## src/rtl/regex_cpu_mem_arbiter_if.sv

```systemverilog
// Bus bundle between the regex_cpu cores / instruction memory and the shared-memory arbiter.
// The slave modport is the arbiter's view; the master modport is the cores-plus-memory side.
interface regex_cpu_mem_arbiter_if #(
   parameter int N_CPU             = 4,
   parameter int MEMORY_WIDTH      = 20,
   parameter int MEMORY_ADDR_WIDTH = 11,
   parameter int CNT_WIDTH         = 16
);
   logic [N_CPU-1:0]                   cpu_mem_valid;
   logic [N_CPU*MEMORY_ADDR_WIDTH-1:0] cpu_mem_addr;
   logic [N_CPU-1:0]                   cpu_mem_ready;
   logic [MEMORY_WIDTH-1:0]            cpu_mem_data;
   logic [N_CPU-1:0]                   cpu_rsp_valid;
   logic                               mem_valid;
   logic [MEMORY_ADDR_WIDTH-1:0]       mem_addr;
   logic                               mem_ready;
   logic [MEMORY_WIDTH-1:0]            mem_data;
   logic [CNT_WIDTH-1:0]               contention_cnt;

   modport slave (
      input  cpu_mem_valid, cpu_mem_addr, mem_ready, mem_data,
      output cpu_mem_ready, cpu_mem_data, cpu_rsp_valid, mem_valid, mem_addr, contention_cnt
   );

   modport master (
      output cpu_mem_valid, cpu_mem_addr, mem_ready, mem_data,
      input  cpu_mem_ready, cpu_mem_data, cpu_rsp_valid, mem_valid, mem_addr, contention_cnt
   );
endinterface

```

## src/rtl/regex_cpu_mem_arbiter.sv

```systemverilog
// Round-robin arbiter sharing one single-ported instruction memory between N_CPU regex_cpu cores.
// Grant and address are combinational; the response owner is registered one cycle behind the grant.
module regex_cpu_mem_arbiter #(
   parameter int N_CPU             = 4,
   parameter int MEMORY_WIDTH      = 20,
   parameter int MEMORY_ADDR_WIDTH = 11,
   parameter int CNT_WIDTH         = 16
) (
   input  logic                   clk,
   input  logic                   rst,
   regex_cpu_mem_arbiter_if.slave bus
);
   localparam int               PTR_W    = (N_CPU > 1) ? $clog2(N_CPU) : 1;
   localparam logic [PTR_W-1:0] LAST_IDX = PTR_W'(N_CPU - 1);

   logic [PTR_W-1:0]             rr_ptr_q, rr_ptr_d;
   logic [N_CPU-1:0]             rsp_q, rsp_d;
   logic [CNT_WIDTH-1:0]         cnt_q, cnt_d;

   logic [PTR_W-1:0]             scan_idx_s;
   logic [PTR_W-1:0]             win_s;
   logic                         win_found_s;
   logic [N_CPU-1:0]             win_onehot_s;
   logic [MEMORY_ADDR_WIDTH-1:0] win_addr_s;
   logic                         mem_valid_s;
   logic                         accept_s;
   logic                         contended_s;

   // Scan requesters starting at rr_ptr and wrapping modulo N_CPU; first hit wins.
   always_comb begin
      scan_idx_s  = '0;
      win_s       = '0;
      win_found_s = 1'b0;
      for (int k = 0; k < N_CPU; k++) begin
         scan_idx_s = PTR_W'((int'(rr_ptr_q) + k) % N_CPU);
         if (!win_found_s && bus.cpu_mem_valid[scan_idx_s]) begin
            win_found_s = 1'b1;
            win_s       = scan_idx_s;
         end else begin
            win_found_s = win_found_s;
         end
      end
   end

   // Decode the winner into a one-hot vector and pick its address slice.
   always_comb begin
      win_onehot_s = '0;
      win_addr_s   = '0;
      for (int i = 0; i < N_CPU; i++) begin
         if (win_found_s && (win_s == PTR_W'(i))) begin
            win_onehot_s[i] = 1'b1;
            win_addr_s      = bus.cpu_mem_addr[i*MEMORY_ADDR_WIDTH +: MEMORY_ADDR_WIDTH];
         end else begin
            win_onehot_s[i] = 1'b0;
         end
      end
   end

   // Handshake detection and next-state for pointer, response owner and contention counter.
   always_comb begin
      mem_valid_s = (|bus.cpu_mem_valid) && !rst;
      accept_s    = mem_valid_s && bus.mem_ready;
      contended_s = ($countones(bus.cpu_mem_valid) >= 32'd2);
      rr_ptr_d    = rr_ptr_q;
      rsp_d       = '0;
      cnt_d       = cnt_q;
      if (accept_s) begin
         rsp_d = win_onehot_s;
         if (win_s == LAST_IDX) begin
            rr_ptr_d = '0;
         end else begin
            rr_ptr_d = win_s + PTR_W'(1);
         end
      end else begin
         rsp_d = '0;
      end
      if (contended_s && (cnt_q != {CNT_WIDTH{1'b1}})) begin
         cnt_d = cnt_q + CNT_WIDTH'(1);
      end else begin
         cnt_d = cnt_q;
      end
   end

   // Drive the bus; data is broadcast unregistered since cores sample it one cycle after accept.
   always_comb begin
      bus.mem_valid      = mem_valid_s;
      bus.mem_addr       = win_addr_s;
      bus.cpu_mem_ready  = accept_s ? win_onehot_s : {N_CPU{1'b0}};
      bus.cpu_mem_data   = bus.mem_data;
      bus.cpu_rsp_valid  = rsp_q;
      bus.contention_cnt = cnt_q;
   end

   // State registers with synchronous reset.
   always_ff @(posedge clk) begin
      if (rst) begin
         rr_ptr_q <= '0;
         rsp_q    <= '0;
         cnt_q    <= '0;
      end else begin
         rr_ptr_q <= rr_ptr_d;
         rsp_q    <= rsp_d;
         cnt_q    <= cnt_d;
      end
   end
endmodule

```

## src/flat_wrapper.sv

```systemverilog
// flat-port wrapper written by rule: the top's interface ports become plain ports
module regex_cpu_mem_arbiter_flat 
#(
   parameter int N_CPU             = 4,
   parameter int MEMORY_WIDTH      = 20,
   parameter int MEMORY_ADDR_WIDTH = 11,
   parameter int CNT_WIDTH         = 16
)
  (clk, rst, bus_cpu_mem_valid, bus_cpu_mem_addr, bus_mem_ready, bus_mem_data, bus_cpu_mem_ready, bus_cpu_mem_data, bus_cpu_rsp_valid, bus_mem_valid, bus_mem_addr, bus_contention_cnt);
  regex_cpu_mem_arbiter_if #(.N_CPU(N_CPU), .MEMORY_WIDTH(MEMORY_WIDTH), .MEMORY_ADDR_WIDTH(MEMORY_ADDR_WIDTH), .CNT_WIDTH(CNT_WIDTH)) bus_i ();
  input  logic clk;
  input  logic rst;
  input wire logic [$bits(bus_i.cpu_mem_valid)-1:0] bus_cpu_mem_valid;
  input wire logic [$bits(bus_i.cpu_mem_addr)-1:0] bus_cpu_mem_addr;
  input wire logic [$bits(bus_i.mem_ready)-1:0] bus_mem_ready;
  input wire logic [$bits(bus_i.mem_data)-1:0] bus_mem_data;
  output wire logic [$bits(bus_i.cpu_mem_ready)-1:0] bus_cpu_mem_ready;
  output wire logic [$bits(bus_i.cpu_mem_data)-1:0] bus_cpu_mem_data;
  output wire logic [$bits(bus_i.cpu_rsp_valid)-1:0] bus_cpu_rsp_valid;
  output wire logic [$bits(bus_i.mem_valid)-1:0] bus_mem_valid;
  output wire logic [$bits(bus_i.mem_addr)-1:0] bus_mem_addr;
  output wire logic [$bits(bus_i.contention_cnt)-1:0] bus_contention_cnt;
  assign bus_i.cpu_mem_valid = bus_cpu_mem_valid;
  assign bus_i.cpu_mem_addr = bus_cpu_mem_addr;
  assign bus_i.mem_ready = bus_mem_ready;
  assign bus_i.mem_data = bus_mem_data;
  assign bus_cpu_mem_ready = bus_i.cpu_mem_ready;
  assign bus_cpu_mem_data = bus_i.cpu_mem_data;
  assign bus_cpu_rsp_valid = bus_i.cpu_rsp_valid;
  assign bus_mem_valid = bus_i.mem_valid;
  assign bus_mem_addr = bus_i.mem_addr;
  assign bus_contention_cnt = bus_i.contention_cnt;
  regex_cpu_mem_arbiter #(.N_CPU(N_CPU), .MEMORY_WIDTH(MEMORY_WIDTH), .MEMORY_ADDR_WIDTH(MEMORY_ADDR_WIDTH), .CNT_WIDTH(CNT_WIDTH)) u_core (.clk(clk), .rst(rst), .bus(bus_i));
endmodule
```

## config.mk

```make
export PLATFORM = sky130hd
export DESIGN_NAME = regex_cpu_mem_arbiter_flat
export DESIGN_NICKNAME = d
export VERILOG_FILES = /design/src/rtl/regex_cpu_mem_arbiter_if.sv /design/src/rtl/regex_cpu_mem_arbiter.sv /design/src/flat_wrapper.sv
export SDC_FILE = /design/constraint.sdc
export NUM_CORES = 1
export LEC_CHECK = 0
export BUFFER_PORTS_ARGS = -buffer_cell sky130_fd_sc_hd__buf_2
export CAP_MARGIN = 10
export CORE_MARGIN = 4
export CORE_UTILIZATION = 42
export CTS_BUF_LIST = sky130_fd_sc_hd__clkbuf_16
export DETAILED_ROUTE_END_ITERATION = 7
export GPL_TIMING_DRIVEN = 0
export HOLD_SLACK_MARGIN = 0.15
export PLACE_DENSITY = 0.8
export SYNTH_ARGS = -nofsm -noshare
export SYNTH_HDL_FRONTEND = slang
export SYNTH_SLANG_ARGS = --single-unit
```

## constraint.sdc

```tcl
create_clock -name clk -period 6.65 [get_ports clk]
set_clock_uncertainty 0.2 [all_clocks]
set_input_delay 1.995 -clock clk [delete_from_list [all_inputs] [get_ports clk]]
set_output_delay 1.995 -clock clk [all_outputs]
set_load 0.01 [all_outputs]
```

==> metrics <==
maxcap violations 0; mapped cell area 0.001871 sq mm; area leader, netlist dfxtp_1; Cell Int Power 0.0003157 W; DIE WIDTH 74.74 microns; Hold Crit Depth 2; DR WL/cell 13.84 microns; Clock power frac 0.266; die area 0.005585 sq mm; Reg clk slew, reported paths about 60 ps; initial antenna violation count 0; fin. max-slew vios 0; Sw Ratio 0.3322; htree depth 1; post-synth top area share 0.2355; top cells by area, synth dfxtp_1 24%, buf_4 8.0%, a21oi_1 7.8%; CP max stage cell a221oi_2; Worst path top cell family by delay compound AO/OA/AOI/OAI gates; Worst Path Required 4450 ps; Nets 432; clock tree root buffer cell clkbuf_16; fin util 0.5894; Final Setup Violations 0; drt first-iter violations 80; Post-Synth Adder-Cell Area 0.07090; post-synthesis mux area share 0; PortBufs between 100 and 150; Seq pwr share 0.311; RSZ-0062 raised after global routing no; Routed Antenna Nets 0; mean post-synth cell area about 7.8 sq um; drt drc 0; Synth Area in XOR/XNOR 0; routability congestion estimate 0.8183; Least-Margin Pin Slew 579.5 ps; global-route wire length before repair between 8 and 9 mm; P_leak 1.289 nW; Netlist cell types 39; Post-synth ARST share 0; Comb power frac 0.423; Rows 24; Via Count 2178; number of flops mapped to enable cells by yosys 0; Finished Layout Cells 402; leading cell type in the layout, fill and taps excluded buf_2; Tot GR Track Use 0.1902; post-synthesis sequential area ratio 0.2355; NetSw ~0.00016 W; HPWL after DPL between 4 and 5 mm; fin area 0.002549 sq mm; worst-path cell chain buf_2 -> inv_1 -> o22ai_1 -> a221oi_2 -> ha_1 -> clkbuf_2 -> clkbuf_2 -> a211oi_1 -> a211o_1 -> a21oi_1 -> buf_2; CTS sink cnt 22; Worst setup SP type primary input; TritonCTS buffer count 3; largest family of logic cells by synthesized area simple AND/OR/NAND/NOR gates; vias per cell 5.418; Antenna diodes 0; final hold violation count 0; Clk Latency, worst-skew pair 250 ps; Final Cycle Share 0.9602; commonest cells after routing, fill and taps aside 107 x buf_2, 29 x a21oi_1, 22 x dfxtp_1; Buf/Inv on CP 5; Slowest Stage Delay on Critical Path 340 ps; VDD IR max 0.1174 mV; post-synthesis cell count 241; placed cell count 398; post-synthesis simple-gate area fraction 0.2863; Max FO, Critical Path 10; PD cells 185.5 mW/mm^2; minimum clock period 6385 ps; Placed Area 0.002461 sq mm; Longest Clk Path Bufs 2; Fillers between 400 and 500; Synth Warn # 0; drt pass-1 iters 4; HP Class flop to flop; vias in the first global route 2030; largest net degree at the start of global routing 13; CP Data Arrival Time 4190 ps; predominant post-synthesis flop cell dfxtp_1; compound-cell area share of the yosys netlist 0.2575; TritonCTS clock tree yes; P&R area growth vs syn 36.25%; post-CTS setup buffer count 0; Routed Wire Length between 5 and 6 mm; Final Power 0.0004727 W; Top Ports roughly 130; relative slew slack 0.6101; GR Overflow Total 0; Initial Util 0.4326; share of layout cells above drive strength 1 0.4000; status finished, final reports clean; worst r2r path cells 6; Die Ht 74.74 microns; Setup CP Type primary input to output pin; Core Area about 0.0043 sq mm; Critical Path Stages 11; FMAX between 150 and 200 MHz; endpoint class of the critical path output pin; net count after synthesis 322; flops & latches, synth 22
==> power by group through the flow <==
| stage | Combinational, W | Clock (W) | Sequential [W] |
|---|---|---|---|
| floorplan | 0.000129 | 0 | 0.000150 |
| global placement | 0.000196 | 0 | 0.000149 |
| detailed placement | 0.000199 | 0 | 0.000149 |
| CTS | 0.000201 | 0.000128 | 0.000147 |
| global route | 0.000224 | 0.000133 | 0.000148 |
| finish | 0.000200 | 0.000126 | 0.000147 |
==> worst min-delay path: cells and delay by family, from the launching register on <==
kind	cells	cell delay, ps
flip-flops	1	330
AO/OA/AOI/OAI	2	130
==> stage by stage <==
stage / TNS [ps] / setup WS [ps] / hold WS, ps
6_report: 0 / 264.6 / 307.9
5_1_grt: 0 / 57.53 / 354.8
4_1_cts: 0 / 90.21 / 310.5
3_5_place_dp: -971.1 / -199.1 / 304.7
3_3_place_gp: -380.6 / -140.8 / 288.8
2_1_floorplan: 0 / 523.7 / 288.9
==> flip-flops by register name, indices dropped and copies added, names as in the netlist <==
| signal | flops |
|---|---|
| u_core.rr_ptr_q | 2 |
| u_core.bus.contention_cnt | 16 |
| u_core.bus.cpu_rsp_valid | 4 |
==> repair_timing <==
item / in CTS / in global routing
hold buffers: 0 / 0
setup endpoints to repair: 8 / 8
gates resized for setup: 2 / 2
==> synthesized netlist by cell type (2+ instances only) <==
cell type	number
a21oi_1	29
dfxtp_1	22
buf_4	20
inv_1	18
nand2_1	18
a211o_1	11
a211oi_1	11
and3b_1	11
clkbuf_1	11
and2_1	10
o31ai_1	10
ha_1	9
or4_1	8
nand3_1	7
or3_1	6
nand4_1	4
nor2_1	4
nor3_1	3
o21ai_0	3
and4_1	2
buf_2	2
nand2b_1	2
nand3b_1	2
o21ai_1	2
o22ai_1	2
==> final timing paths <==
kind                                                                 from                                         end  slack [ps]
worst max-delay path                                 bus_cpu_mem_valid[2]                             bus_mem_addr[2]         260
worst min-delay path            u_core.bus.contention_cnt[9]$_SDFFE_PP0P_   u_core.bus.contention_cnt[9]$_SDFFE_PP0P_         310
worst max register to register  u_core.bus.contention_cnt[7]$_SDFFE_PP0P_  u_core.bus.contention_cnt[13]$_SDFFE_PP0P_        4430
worst min register to register  u_core.bus.contention_cnt[9]$_SDFFE_PP0P_   u_core.bus.contention_cnt[9]$_SDFFE_PP0P_         310
==> cell families (layout without fill, tap and decap cells) <==
group / Yosys count / after routing
buffers and inverters: 52 / 161
and+or+nand+nor: 84 / 84
DFF: 22 / 22
adders and majority gates: 10 / 10
AOI/OAI and AO/OA: 73 / 73
==> per-layer routing <==
metal | global-route usage | wire, microns | vias up | part of all wire
li1 | - | - | 1082 | -
met5 | 0 | 0 | - | 0
met2 | 0.3444 | 2863 | 103 | 0.51
met3 | 0.03338 | 495 | 6 | 0.089
met4 | 0.05138 | 41 | 0 | 0.0074
met1 | 0.2306 | 2164 | 987 | 0.39
==> area by class of cell <==
type                            count  area, sq um  share of cell area
Inverter                           18        67.56             0.02651
Tap cell                           52        65.06             0.02553
Sequential cell                    22        440.4              0.1728
Multi-Input combinational cell    167         1156              0.4536
Clock buffer                        3        75.07             0.02946
Timing Repair Buffer              105        525.5              0.2062
Clock inverter                      1        3.754            0.001473
Buffer                             34        215.2             0.08444
No activity file was read; power rests on OpenSTA's default activity.
